### src/rtl/fetch_sequencer.sv
// fetch_sequencer
//   Sequences reads of a word-addressed, asynchronous-read instruction memory.
//   Holds the PC, hands one registered instruction per cycle to decode over a
//   valid/ready handshake, accepts branch/jump redirects and halts after the
//   fetch of LAST_PC.
//
// Ports
//   clk            in   clock, rising edge
//   rst            in   synchronous reset, active-high
//   start          in   pulse: begin fetching at RESET_PC (honoured in IDLE/HALT)
//   imem_addr      out  instruction memory address (always the PC register)
//   imem_rdata     in   instruction memory read data for imem_addr, same cycle
//   instr_out      out  registered instruction presented to decode
//   instr_pc       out  address instr_out was fetched from
//   instr_valid    out  instr_out / instr_pc valid
//   instr_ready    in   decode accepts instr_out this cycle
//   redirect_valid in   branch/jump taken: flush the held word and refetch
//   redirect_pc    in   redirect target
//   busy           out  1 while in RUN
//   halted         out  1 while in HALT
//   fetch_count    out  instructions accepted by decode since start, saturating

module fetch_sequencer #(
   parameter int unsigned       ADDR_W   = 32,
   parameter int unsigned       DATA_W   = 32,
   parameter logic [ADDR_W-1:0] RESET_PC = '0,
   parameter logic [ADDR_W-1:0] LAST_PC  = ADDR_W'(11)
) (
   input  logic              clk,
   input  logic              rst,
   input  logic              start,
   output logic [ADDR_W-1:0] imem_addr,
   input  logic [DATA_W-1:0] imem_rdata,
   output logic [DATA_W-1:0] instr_out,
   output logic [ADDR_W-1:0] instr_pc,
   output logic              instr_valid,
   input  logic              instr_ready,
   input  logic              redirect_valid,
   input  logic [ADDR_W-1:0] redirect_pc,
   output logic              busy,
   output logic              halted,
   output logic [15:0]       fetch_count
);

   typedef enum logic [1:0] {
      IDLE,
      RUN,
      HALT
   } state_t;

   state_t              state_q;
   state_t              state_d;

   logic [ADDR_W-1:0]   pc_q;
   logic [DATA_W-1:0]   instr_q;
   logic [ADDR_W-1:0]   ipc_q;
   logic                valid_q;
   logic [15:0]         count_q;

   logic                take_start;
   logic                take_redirect;
   logic                load;
   logic                xfer;
   logic                last_load;

   // ------------------------------------------------------------------
   // Control decode
   // ------------------------------------------------------------------
   always_comb begin
      take_start    = (state_q != RUN) && start;
      take_redirect = (state_q == RUN) && redirect_valid;
      // The output register may be refilled when empty or being drained.
      load          = (state_q == RUN) && (!valid_q || instr_ready);
      xfer          = valid_q && instr_ready;
      // A redirect in the same cycle as the final load overrides the halt.
      last_load     = load && !take_redirect && (pc_q == LAST_PC);
   end

   // ------------------------------------------------------------------
   // FSM: state register
   // ------------------------------------------------------------------
   always_ff @(posedge clk) begin
      if (rst) begin
         state_q <= IDLE;
      end else begin
         state_q <= state_d;
      end
   end

   // ------------------------------------------------------------------
   // FSM: next-state logic
   // ------------------------------------------------------------------
   always_comb begin
      state_d = state_q;
      unique case (state_q)
         IDLE: begin
            if (take_start) begin
               state_d = RUN;
            end
         end
         RUN: begin
            if (last_load) begin
               state_d = HALT;
            end
         end
         HALT: begin
            if (take_start) begin
               state_d = RUN;
            end
         end
         default: begin
            state_d = IDLE;
         end
      endcase
   end

   // ------------------------------------------------------------------
   // FSM: outputs
   // ------------------------------------------------------------------
   always_comb begin
      busy   = (state_q == RUN);
      halted = (state_q == HALT);
   end

   // ------------------------------------------------------------------
   // Datapath: PC, output register, accepted-instruction counter
   // ------------------------------------------------------------------
   always_ff @(posedge clk) begin
      if (rst) begin
         pc_q    <= RESET_PC;
         instr_q <= '0;
         ipc_q   <= '0;
         valid_q <= 1'b0;
         count_q <= '0;
      end else if (take_start) begin
         // Start outranks a redirect presented in HALT; the held word, if
         // any, is dropped without a handshake.
         pc_q    <= RESET_PC;
         valid_q <= 1'b0;
         count_q <= '0;
      end else begin
         // A transfer is counted even in a cycle that also flushes.
         if (xfer && (count_q != 16'hFFFF)) begin
            count_q <= count_q + 16'd1;
         end

         if (take_redirect) begin
            pc_q    <= redirect_pc;
            valid_q <= 1'b0;
         end else if (load) begin
            instr_q <= imem_rdata;
            ipc_q   <= pc_q;
            valid_q <= 1'b1;
            pc_q    <= pc_q + ADDR_W'(1);
         end else if (xfer) begin
            // Only reachable outside RUN: drain the last word after a halt.
            valid_q <= 1'b0;
         end
      end
   end

   assign imem_addr   = pc_q;
   assign instr_out   = instr_q;
   assign instr_pc    = ipc_q;
   assign instr_valid = valid_q;
   assign fetch_count = count_q;

endmodule
### config.mk
export PLATFORM = sky130hd
export DESIGN_NAME = fetch_sequencer
export DESIGN_NICKNAME = d
export VERILOG_FILES = /design/src/rtl/fetch_sequencer.sv
export SDC_FILE = /design/constraint.sdc
export NUM_CORES = 1
export LEC_CHECK = 0
export ABC_AREA = 1
export BUFFER_PORTS_ARGS = -buffer_cell sky130_fd_sc_hd__buf_2
export CORE_UTILIZATION = 35
export CTS_CLUSTER_SIZE = 40
export DETAILED_ROUTE_END_ITERATION = 6
export GPL_TIMING_DRIVEN = 0
export PLACE_DENSITY = 0.57
export SKIP_CTS_REPAIR_TIMING = 1
export SYNTH_ARGS = -nofsm -noshare
export SYNTH_HDL_FRONTEND = slang
export SYNTH_SLANG_ARGS = --single-unit
### constraint.sdc
create_clock -name clk -period 3.9 [get_ports clk]
set_input_delay 0.39 -clock clk [delete_from_list [all_inputs] [get_ports clk]]
set_output_delay 0.39 -clock clk [all_outputs]
set_load 0.02 [all_outputs]
==> metrics.csv, run 1 <==
stage,metric,value,unit
floorplan,Std-Cell Rows,46,
floorplan,die area,0.0170,sq mm
clock_tree,Clock Tree Buf Depth,2,
setup_path,"Slowest-stage cell, CP",dfxtp_1,
logic_synthesis,Syn Std Cell Area,0.00578,sq mm
sta,final worst path period share,50.4,%
sta,Final Critical Period,1.97,ns
setup_path,CP Capture Type,flop,
logic_synthesis,ys async rst share,0,%
global_route,vias in the first global route,5618,
route,met2 routed WL,8560,um
clock_tree,CTS tree,built,
logic_synthesis,dominant cells by area after synthesis,"dfxtp_1, nand2_1, nor2_1",
sta,Setup Skew,0.00576,ns
setup_path,Crit path max-delay family,simple AND/OR/NAND/NOR gates,
min_path,hold path depth,3,
sta,RSZ-0062 raised after global routing,false,
placement,dpl ws,1.98,ns
sta,worst hold margin,0.192,ns
route,via count,6063,
route,Antenna Nets Post-Route,0,
pwr,worst vdd ir,0.000345,V
finish,fraction of layout cells with a size suffix above 1,27.0,%
clock_tree,clock latency on the worst-skew pair,0.42,ns
pwr,ratio of total power to cell area,457,mW/mm^2
sta,Rel. slew slack,58.0,%
logic_synthesis,post-synthesis compound-gate area fraction,14.0,%
floorplan,Starting Density,36.1,%
setup_path,Reg2Reg Depth,8,
placement,routability cong.,0.869,
sta,Max Slew Vio Count,0,
placement,DP HPWL,14300,um
route,DR WL/cell,15.3,um
setup_path,Reg2Reg Setup Slack,1.93,ns
outcome,status,completed,
global_route,remaining global-route overflow,0,
logic_synthesis,register area share after synthesis,39.8,%
setup_path,worst path cell trace,ha_1 -> nand2_1 -> nor2_2 -> nand3_2 -> nor2_2 -> nand2_1 -> o21ai_0 -> a21oi_1,
logic_synthesis,"area leader, netlist",dfxtp_1,
placement,Post-Place Cell Area,0.00697,sq mm
route,DRT Wirelength,19300,um
min_path,HP Class,in2reg,
sta,final hold vios,0,
global_route,first-pass GRT wire length,29800,um
logic_synthesis,post-synthesis mux area share,0,%
pwr,LEAKAGE,3.61,nW
sta,setup TNS,0,ns
finish,nets@finish,1100,
logic_synthesis,adder-cell area share of the yosys netlist,0.433,%
sta,final setup vio count,0,
finish,Layout Area Growth over Synthesis,31.8,%
setup_path,CP Depth,8,
clock_tree,total CTS buffers,17,
finish,fill count,1692,
logic_synthesis,syn_nets,898,
placement,Cells after DPL,1226,
global_route,GRT Total Usage,23.3,%
setup_path,CP required,4.20,ns
logic_synthesis,Post-synth EDFFs,0,
logic_synthesis,main combinational cell family by area after synthesis,simple AND/OR/NAND/NOR gates,
sta,worst-margin pin slew,0.630,ns
floorplan,I/O pin count,184,
floorplan,Die H,131,um
finish,"most common cell after layout, fill and taps aside",buf_2,
logic_synthesis,number of cells produced by synthesis,827,
sta,Peak Freq,0.509,GHz
clock_tree,"Reg clk slew, reported paths",0.06,ns
finish,most frequent cells in the layout,"buf_2, nand2_1, nor2_1",
finish,Util after Layout,47.6,%
flow_run,Max-cap violations,0,
finish,final instance count without filler cells,1259,
setup_path,critical path class,reg2reg,
logic_synthesis,Post-synth top flop,dfxtp_1,
route,met3 routed WL,1650,um
clock_tree,clock sinks,115,
pwr,total power draw,3.48,mW
clock_tree,htree depth,4,
setup_path,CP Launch Type,flop,
setup_path,Worst Path Buf+Inv,0,
global_route,largest net degree at the start of global routing,17,
logic_synthesis,share of the synthesized area in the top cell type,39.8,%
logic_synthesis,Synth Area in Simple Gates,34.8,%
logic_synthesis,Yosys warnings,0,
setup_path,critical path data arrival time,2.27,ns
route,Iter 0 DRT Violations,414,
floorplan,Die W,131,um
route,DR pass1 iterations,5,
setup_path,crit path max fanout,5,
placement,Port Buffers,183,
route,Metal-1 WL,8730,um
logic_synthesis,#FFs+latches synth,115,
clock_tree,Root Buffer,clkbuf_16,
sta,"Worst Setup Slack, final",1.93,ns
floorplan,Core ar.,0.0160,sq mm
logic_synthesis,syn avg cell area,6.99,sq um
global_route,initial antenna violation count,0,
route,DR top layer,met4,
setup_path,CP max stage delay,0.43,ns
route,Via density,4.82,
finish,fin area,0.00762,sq mm
logic_synthesis,Post-Synth XOR/XNOR Area,1.97,%
route,drt drc,0,
logic_synthesis,Synth cell types,41,
==> cells by family (layout without fill, tap and decap cells) <==
group | Yosys count | after routing
AND/OR/NAND/NOR | 446 | 446
XOR/XNOR | 13 | 13
flip-flops | 115 | 115
AO/OA/AOI/OAI | 137 | 137
other | 0 | 1
adder cells (fa/ha/maj) | 2 | 2
buffers and inverters | 114 | 329
==> cell usage after synthesis, drive strengths merged, types with 2 or more instances <==
cell / instances
nand2: 176
nor3: 21
o211a: 2
nand3b: 9
clkbuf: 12
ha: 2
nand4: 14
or2: 3
inv: 78
nand3: 52
nor2: 170
a221oi: 3
o21a: 13
a211oi: 3
o211ai: 6
buf: 23
o21ai: 70
xnor2: 3
a21oi: 38
dfxtp: 115
xor2: 10
==> worst register-to-register path, cell delays in order (launching register included) <==
cell and delay (ns):
dfxtp_1 0.43, ha_1 0.27, nand2_1 0.08, nor2_2 0.20, nand3_2 0.17, nor2_2 0.28
nand2_1 0.15, o21ai_0 0.19, a21oi_1 0.09
==> final timing paths <==
kind	start	endpoint
setup / recovery	imem_addr[1]	imem_addr[24]
hold reg to reg	instr_pc[12]	instr_pc[12]
hold / removal	imem_rdata[0]	instr_out[0]
setup reg to reg	imem_addr[1]	imem_addr[24]
==> metal layers <==
metal	up-vias	GRT usage [%]
met5	-	0
met4	0	7.98
met3	26	6.80
met2	237	36.3
met1	2709	30.6
li1	3091	-
==> sequential cells by signal, indices dropped and copies added, names as in the netlist <==
signal	cells
instr_out	32
instr_valid	1
fetch_count	16
state_q	2
imem_addr	32
instr_pc	32
==> power breakdown <==
group	internal, mW	switching [mW]
clock network	1.15	0.587
logic	0.159	0.310
registers	1.24	0.0452
total	2.54	0.942
==> final cells by class <==
| class | instances | area [sq um] | area share, % |
|---|---|---|---|
| Tap cell | 216 | 270 | 3.55 |
| Multi-Input combinational cell | 598 | 2960 | 38.9 |
| Timing Repair Buffer | 183 | 916 | 12.0 |
| Sequential cell | 115 | 2300 | 30.2 |
| Clock buffer | 18 | 439 | 5.76 |
| Antenna cell | 1 | 2.50 | 0.0328 |
| Clock inverter | 14 | 209 | 2.74 |
| Inverter | 79 | 304 | 3.99 |
| Buffer | 35 | 214 | 2.81 |
No activity file was read; power rests on OpenSTA's default activity.
==> inputs of run 2 (changes only) <==
--- a/config.mk
+++ b/config.mk
@@ -5,13 +5,13 @@
 export SDC_FILE = /design/constraint.sdc
 export NUM_CORES = 1
 export LEC_CHECK = 0
-export ABC_AREA = 1
+export ABC_AREA = 0
 export BUFFER_PORTS_ARGS = -buffer_cell sky130_fd_sc_hd__buf_2
 export CORE_UTILIZATION = 35
 export CTS_CLUSTER_SIZE = 40
 export DETAILED_ROUTE_END_ITERATION = 6
 export GPL_TIMING_DRIVEN = 0
-export PLACE_DENSITY = 0.57
+export PLACE_DENSITY = 0.61
 export SKIP_CTS_REPAIR_TIMING = 1
 export SYNTH_ARGS = -nofsm -noshare
 export SYNTH_HDL_FRONTEND = slang
==> constraint.sdc (replaced) <==
create_clock -name clk -period 1.77 [get_ports clk]
set_input_delay 0.177 -clock clk [delete_from_list [all_inputs] [get_ports clk]]
set_output_delay 0.177 -clock clk [all_outputs]
set_load 0.02 [all_outputs]
==> metrics.csv, run 2 <==
stage,metric,value,unit
pwr,Reg power frac,37.5,%
floorplan,Die W,123,um
pwr,Comb pwr share,8.8,%
clock_tree,clock latency on the worst-skew pair,0.42,ns
logic_synthesis,syn_nets,714,
clock_tree,htree depth,4,
global_route,GRT Total Usage,22.5,%
finish,fill count,1418,
placement,routability cong.,0.809,
sta,worst-margin pin slew,0.575,ns
global_route,largest net degree at the start of global routing,17,
logic_synthesis,Post-synth top flop,dfxtp_1,
sta,RSZ-0062 raised after global routing,true,
global_route,first-pass GRT wire length,25800,um
logic_synthesis,syn avg cell area,8.02,sq um
clock_tree,clock sinks,115,
pwr,LEAKAGE,3.03,nW
finish,Util after Layout,51.5,%
sta,final worst path period share,99.3,%
floorplan,Std-Cell Rows,43,
outcome,status,"finished, violations left",
floorplan,Core ar.,0.0141,sq mm
clock_tree,Root Buffer,clkbuf_16,
logic_synthesis,number of cells produced by synthesis,643,
finish,nets@finish,928,
sta,final hold vios,7,
route,via count,5510,
setup_path,critical path class,reg2reg,
sta,Max Slew Vio Count,0,
finish,fraction of layout cells with a size suffix above 1,34.8,%
sta,Setup Skew,0.00981,ns
floorplan,die area,0.0152,sq mm
sta,Peak Freq,0.569,GHz
route,Metal-1 WL,7710,um
logic_synthesis,synth cell count leaders,"nand2_1, dfxtp_1, a21oi_1",
logic_synthesis,dominant cells by area after synthesis,"dfxtp_1, nand2_1, a21oi_1",
finish,"most common cell after layout, fill and taps aside",buf_2,
logic_synthesis,Yosys warnings,0,
clock_tree,"Reg clk slew, reported paths",0.06,ns
route,met3 routed WL,1430,um
route,DR top layer,met4,
route,DR pass1 iterations,5,
sta,worst hold margin,-0.00686,ns
setup_path,critical path data arrival time,2.06,ns
clock_tree,total CTS buffers,17,
placement,DP HPWL,12400,um
pwr,Internal Power,5.43,mW
route,drt drc,0,
finish,most frequent cells in the layout,"buf_2, nand2_1, dfxtp_1",
sta,Rel. slew slack,61.7,%
route,Antenna Nets Post-Route,0,
pwr,ratio of total power to cell area,988,mW/mm^2
pwr,power share of the clock group,53.6,%
clock_tree,Clock Tree Buf Depth,2,
setup_path,CP required,2.07,ns
clock_tree,CTS tree,built,
sta,final setup vio count,0,
finish,final instance count without filler cells,1050,
pwr,switching part of the total power,24.6,%
logic_synthesis,most common cell in the synthesized netlist,nand2_1,
setup_path,CP Launch Type,flop,
setup_path,crit path max fanout,9,
logic_synthesis,register area share after synthesis,44.7,%
finish,antenna diode count,0,
global_route,remaining global-route overflow,0,
pwr,worst vdd ir,0.000616,V
min_path,HP Class,in2reg,
floorplan,Die H,123,um
logic_synthesis,"area leader, netlist",dfxtp_1,
finish,Layout Area Growth over Synthesis,41.4,%
floorplan,I/O pin count,184,
finish,fin area,0.00729,sq mm
sta,Final Critical Period,1.76,ns
placement,Port Buffers,182,
pwr,Net Sw Power,1.77,mW
placement,Post-Place Cell Area,0.00632,sq mm
flow_run,Max-cap violations,0,
route,DR WL/cell,16.5,um
global_route,vias in the first global route,4891,
route,Iter 0 DRT Violations,344,
logic_synthesis,Syn Std Cell Area,0.00515,sq mm
logic_synthesis,#FFs+latches synth,115,
route,DRT Wirelength,17300,um
logic_synthesis,Post-synth EDFFs,0,
route,met2 routed WL,7930,um
floorplan,Starting Density,36.4,%
logic_synthesis,Synth cell types,60,
global_route,initial antenna violation count,0,
logic_synthesis,ys async rst share,0,%
outcome,failing checks,negative hold slack,
logic_synthesis,share of the synthesized area in the top cell type,44.7,%
route,Via density,5.25,
setup_path,CP Capture Type,flop,
placement,Cells after DPL,1005,
run 2: kinds of logic after synthesis:
family          count (synthesis)  share of synthesized area (%)
flops                         115                           44.7
fa+ha+maj                       2                          0.485
mux                             5                           1.02
xor+xnor                       21                           3.57
buf+inv                        49                           4.54
simple gates                  286                           26.9
compound gates                165                           18.8
run 2: per-stage QoR:
step	setup TNS [ns]	setup WS (ns)	power (mW)	hold WS [ns]
final	0	0.0127	7.21	-0.00686
after global routing	-0.0512	-0.0206	7.45	0.000247
after CTS	-11.37	-0.268	7.23	-0.0540
after floorplan	-0.0230	-0.0230	3.09	0.295
after detailed placement	-9.61	-0.260	3.35	0.387
after global placement	-8.74	-0.246	3.35	0.387
run 2: final timing paths:
| path | startpoint | slack, ns | depth (start not counted) | end |
|---|---|---|---|---|
| hold / removal | imem_rdata[24] | -0.007 | 3 | instr_out[24] |
| setup / recovery | imem_addr[11] | 0.01 | 6 | imem_addr[23] |
| setup reg to reg | imem_addr[11] | 0.01 | 6 | imem_addr[23] |
| hold reg to reg | instr_out[5] | 0.45 | 2 | instr_out[5] |
run 2: worst max-delay path, cell delays in order, from the launching register on:
cell and delay [ns]:
dfxtp_2 0.34, buf_8 0.12, and4_4 0.23, nand4_4 0.15, or4_4 0.53, a32oi_1 0.19, o31ai_1 0.09
run 2: power by group through the flow:
stage          combinational [mW]  sequential [mW]  clock, mW
2_1_floorplan               0.267             2.82          0
4_1_cts                     0.593             2.70       3.93
5_1_grt                     0.691             2.71       4.05
3_3_place_gp                0.591             2.76          0
6_report                    0.638             2.70       3.86
3_5_place_dp                0.590             2.76          0
run 2: cell type report:
| class | count | area (sq um) | area share (%) |
|---|---|---|---|
| Tap cell | 180 | 225 | 3.09 |
| Clock inverter | 14 | 226 | 3.11 |
| Timing Repair Buffer | 200 | 1070 | 14.7 |
| Buffer | 41 | 259 | 3.55 |
| Sequential cell | 115 | 2340 | 32.1 |
| Multi-Input combinational cell | 479 | 2720 | 37.2 |
| Clock buffer | 18 | 439 | 6.02 |
| Inverter | 3 | 13.8 | 0.189 |
run 2: per-layer routing:
| metal | vias up | track usage (%) |
|---|---|---|
| met3 | 23 | 6.60 |
| met5 | - | 0 |
| met2 | 222 | 35.2 |
| met1 | 2540 | 29.0 |
| met4 | 0 | 9.11 |
| li1 | 2725 | - |
==> inputs of run 3 (changes only) <==
--- a/config.mk
+++ b/config.mk
@@ -11,6 +11,7 @@
 export CTS_CLUSTER_SIZE = 40
 export DETAILED_ROUTE_END_ITERATION = 6
 export GPL_TIMING_DRIVEN = 0
+export HOLD_SLACK_MARGIN = 0.06
 export PLACE_DENSITY = 0.61
 export SKIP_CTS_REPAIR_TIMING = 1
 export SYNTH_ARGS = -nofsm -noshare
==> metrics.csv, run 3 (synthesized netlist as in run 2, its figures left out) <==
stage,metric,value,unit
sta,Max Slew Vio Count,0,
placement,routability cong.,0.809,
clock_tree,clock latency on the worst-skew pair,0.42,ns
route,drt drc,0,
global_route,first-pass GRT wire length,25800,um
min_path,HP Class,in2reg,
outcome,status,completed,
finish,most frequent cells in the layout,"buf_2, nand2_1, dfxtp_1",
setup_path,critical path class,reg2reg,
finish,antenna diode count,0,
flow_run,Max-cap violations,0,
placement,Port Buffers,182,
clock_tree,CTS tree,built,
route,Antenna Nets Post-Route,0,
route,via count,5664,
pwr,ratio of total power to cell area,955,mW/mm^2
route,Via density,5.24,
floorplan,Die W,123,um
floorplan,I/O pin count,184,
route,DR pass1 iterations,5,
sta,final hold vios,0,
pwr,LEAKAGE,3.16,nW
floorplan,Core ar.,0.0141,sq mm
finish,area of the multi-input gates,0.00272,sq mm
sta,final setup vio count,0,
sta,RSZ-0062 raised after global routing,true,
global_route,initial antenna violation count,0,
sta,worst-margin pin slew,0.592,ns
sta,worst hold margin,0.0297,ns
clock_tree,clock sinks,115,
setup_path,Crit path max-delay family,simple AND/OR/NAND/NOR gates,
sta,Rel. slew slack,60.6,%
sta,Peak Freq,0.568,GHz
route,Iter 0 DRT Violations,297,
route,DR WL/cell,16.6,um
finish,fill count,1388,
global_route,largest net degree at the start of global routing,17,
sta,final worst path period share,99.5,%
clock_tree,total CTS buffers,17,
floorplan,Std-Cell Rows,43,
sta,Final Critical Period,1.76,ns
sta,Setup Skew,0.00626,ns
clock_tree,htree depth,4,
setup_path,CP max stage delay,0.53,ns
global_route,vias in the first global route,4891,
floorplan,Die H,123,um
setup_path,"Slowest-stage cell, CP",or4_4,
clock_tree,Clock Tree Buf Depth,2,
finish,nets@finish,959,
setup_path,Worst Path Buf+Inv,1,
pwr,worst vdd ir,0.000615,V
finish,Layout Area Growth over Synthesis,47.5,%
setup_path,crit path max fanout,9,
finish,fraction of layout cells with a size suffix above 1,33.6,%
finish,Reg area,0.00234,sq mm
clock_tree,Root Buffer,clkbuf_16,
setup_path,CP Capture Type,flop,
global_route,remaining global-route overflow,0,
setup_path,CP required,2.07,ns
setup_path,worst path cell trace,buf_8 -> and4_4 -> nand4_4 -> or4_4 -> a32oi_1 -> o31ai_1,
finish,"most common cell after layout, fill and taps aside",buf_2,
global_route,GRT Total Usage,22.5,%
route,DRT Wirelength,17900,um
floorplan,die area,0.0152,sq mm
setup_path,critical path data arrival time,2.06,ns
setup_path,CP Launch Type,flop,
sta,setup TNS,0,ns
floorplan,Starting Density,36.4,%
clock_tree,"Reg clk slew, reported paths",0.06,ns
placement,DP HPWL,12400,um
## run 3: cell types whose count changed in the layout (fill, tap and decap cells not counted), sizes merged
| cell | delta |
|---|---|
| dlygate4sd3 | +31 |
## run 3: final timing paths
check,depth (start not counted),to,slack (ns),startpoint
min,3,imem_addr[4],0.03,redirect_pc[4]
max,6,imem_addr[23],0.01,imem_addr[11]
max reg2reg,6,imem_addr[23],0.01,imem_addr[11]
min reg2reg,2,instr_out[5],0.45,instr_out[5]
## run 3: layer usage
metal  wire length (um)  part of all wire, %  GRT usage [%]
met5                  0                    0              0
met4                308                  1.7           9.11
met3               1320                  7.3           6.60
met2               8310                   46           35.2
met1               7970                   45           29.0
## run 3: through the flow
step                std cells  instance area (sq um)  power (mW)  setup WS (ns)  utilization (%)
floorplan                 643                   5180        3.09        -0.0230                -
global placement         1005                   6320        3.35         -0.246             44.6
detailed placement       1005                   6320        3.35         -0.260             44.6
CTS                      1037                   6980        7.23         -0.268             49.4
global route             1081                   7600        7.51        -0.0206             53.7
finish                   1081                   7600        7.26        0.00950             53.7
## run 3: area by class of cell
| cell class | count | share of cell area (%) |
|---|---|---|
| Buffer | 41 | 3.41 |
| Clock buffer | 18 | 5.78 |
| Clock inverter | 14 | 2.98 |
| Inverter | 3 | 0.181 |
| Multi-Input combinational cell | 479 | 35.7 |
| Sequential cell | 115 | 30.8 |
| Tap cell | 180 | 2.96 |
| Timing Repair Buffer | 231 | 18.1 |
## run 3: power breakdown
group | switching [mW] | internal [mW] | total, mW | leakage (nW)
logic | 0.415 | 0.279 | 0.694 | 1.90
clock network | 1.31 | 2.55 | 3.86 | 0.318
registers | 0.0606 | 2.64 | 2.70 | 0.942
## run 3: worst register-to-register path, stage by stage (launching register included)
cell     delay, ns
dfxtp_2       0.34
buf_8         0.12
and4_4        0.23
nand4_4       0.15
or4_4         0.53
a32oi_1       0.18
o31ai_1       0.09
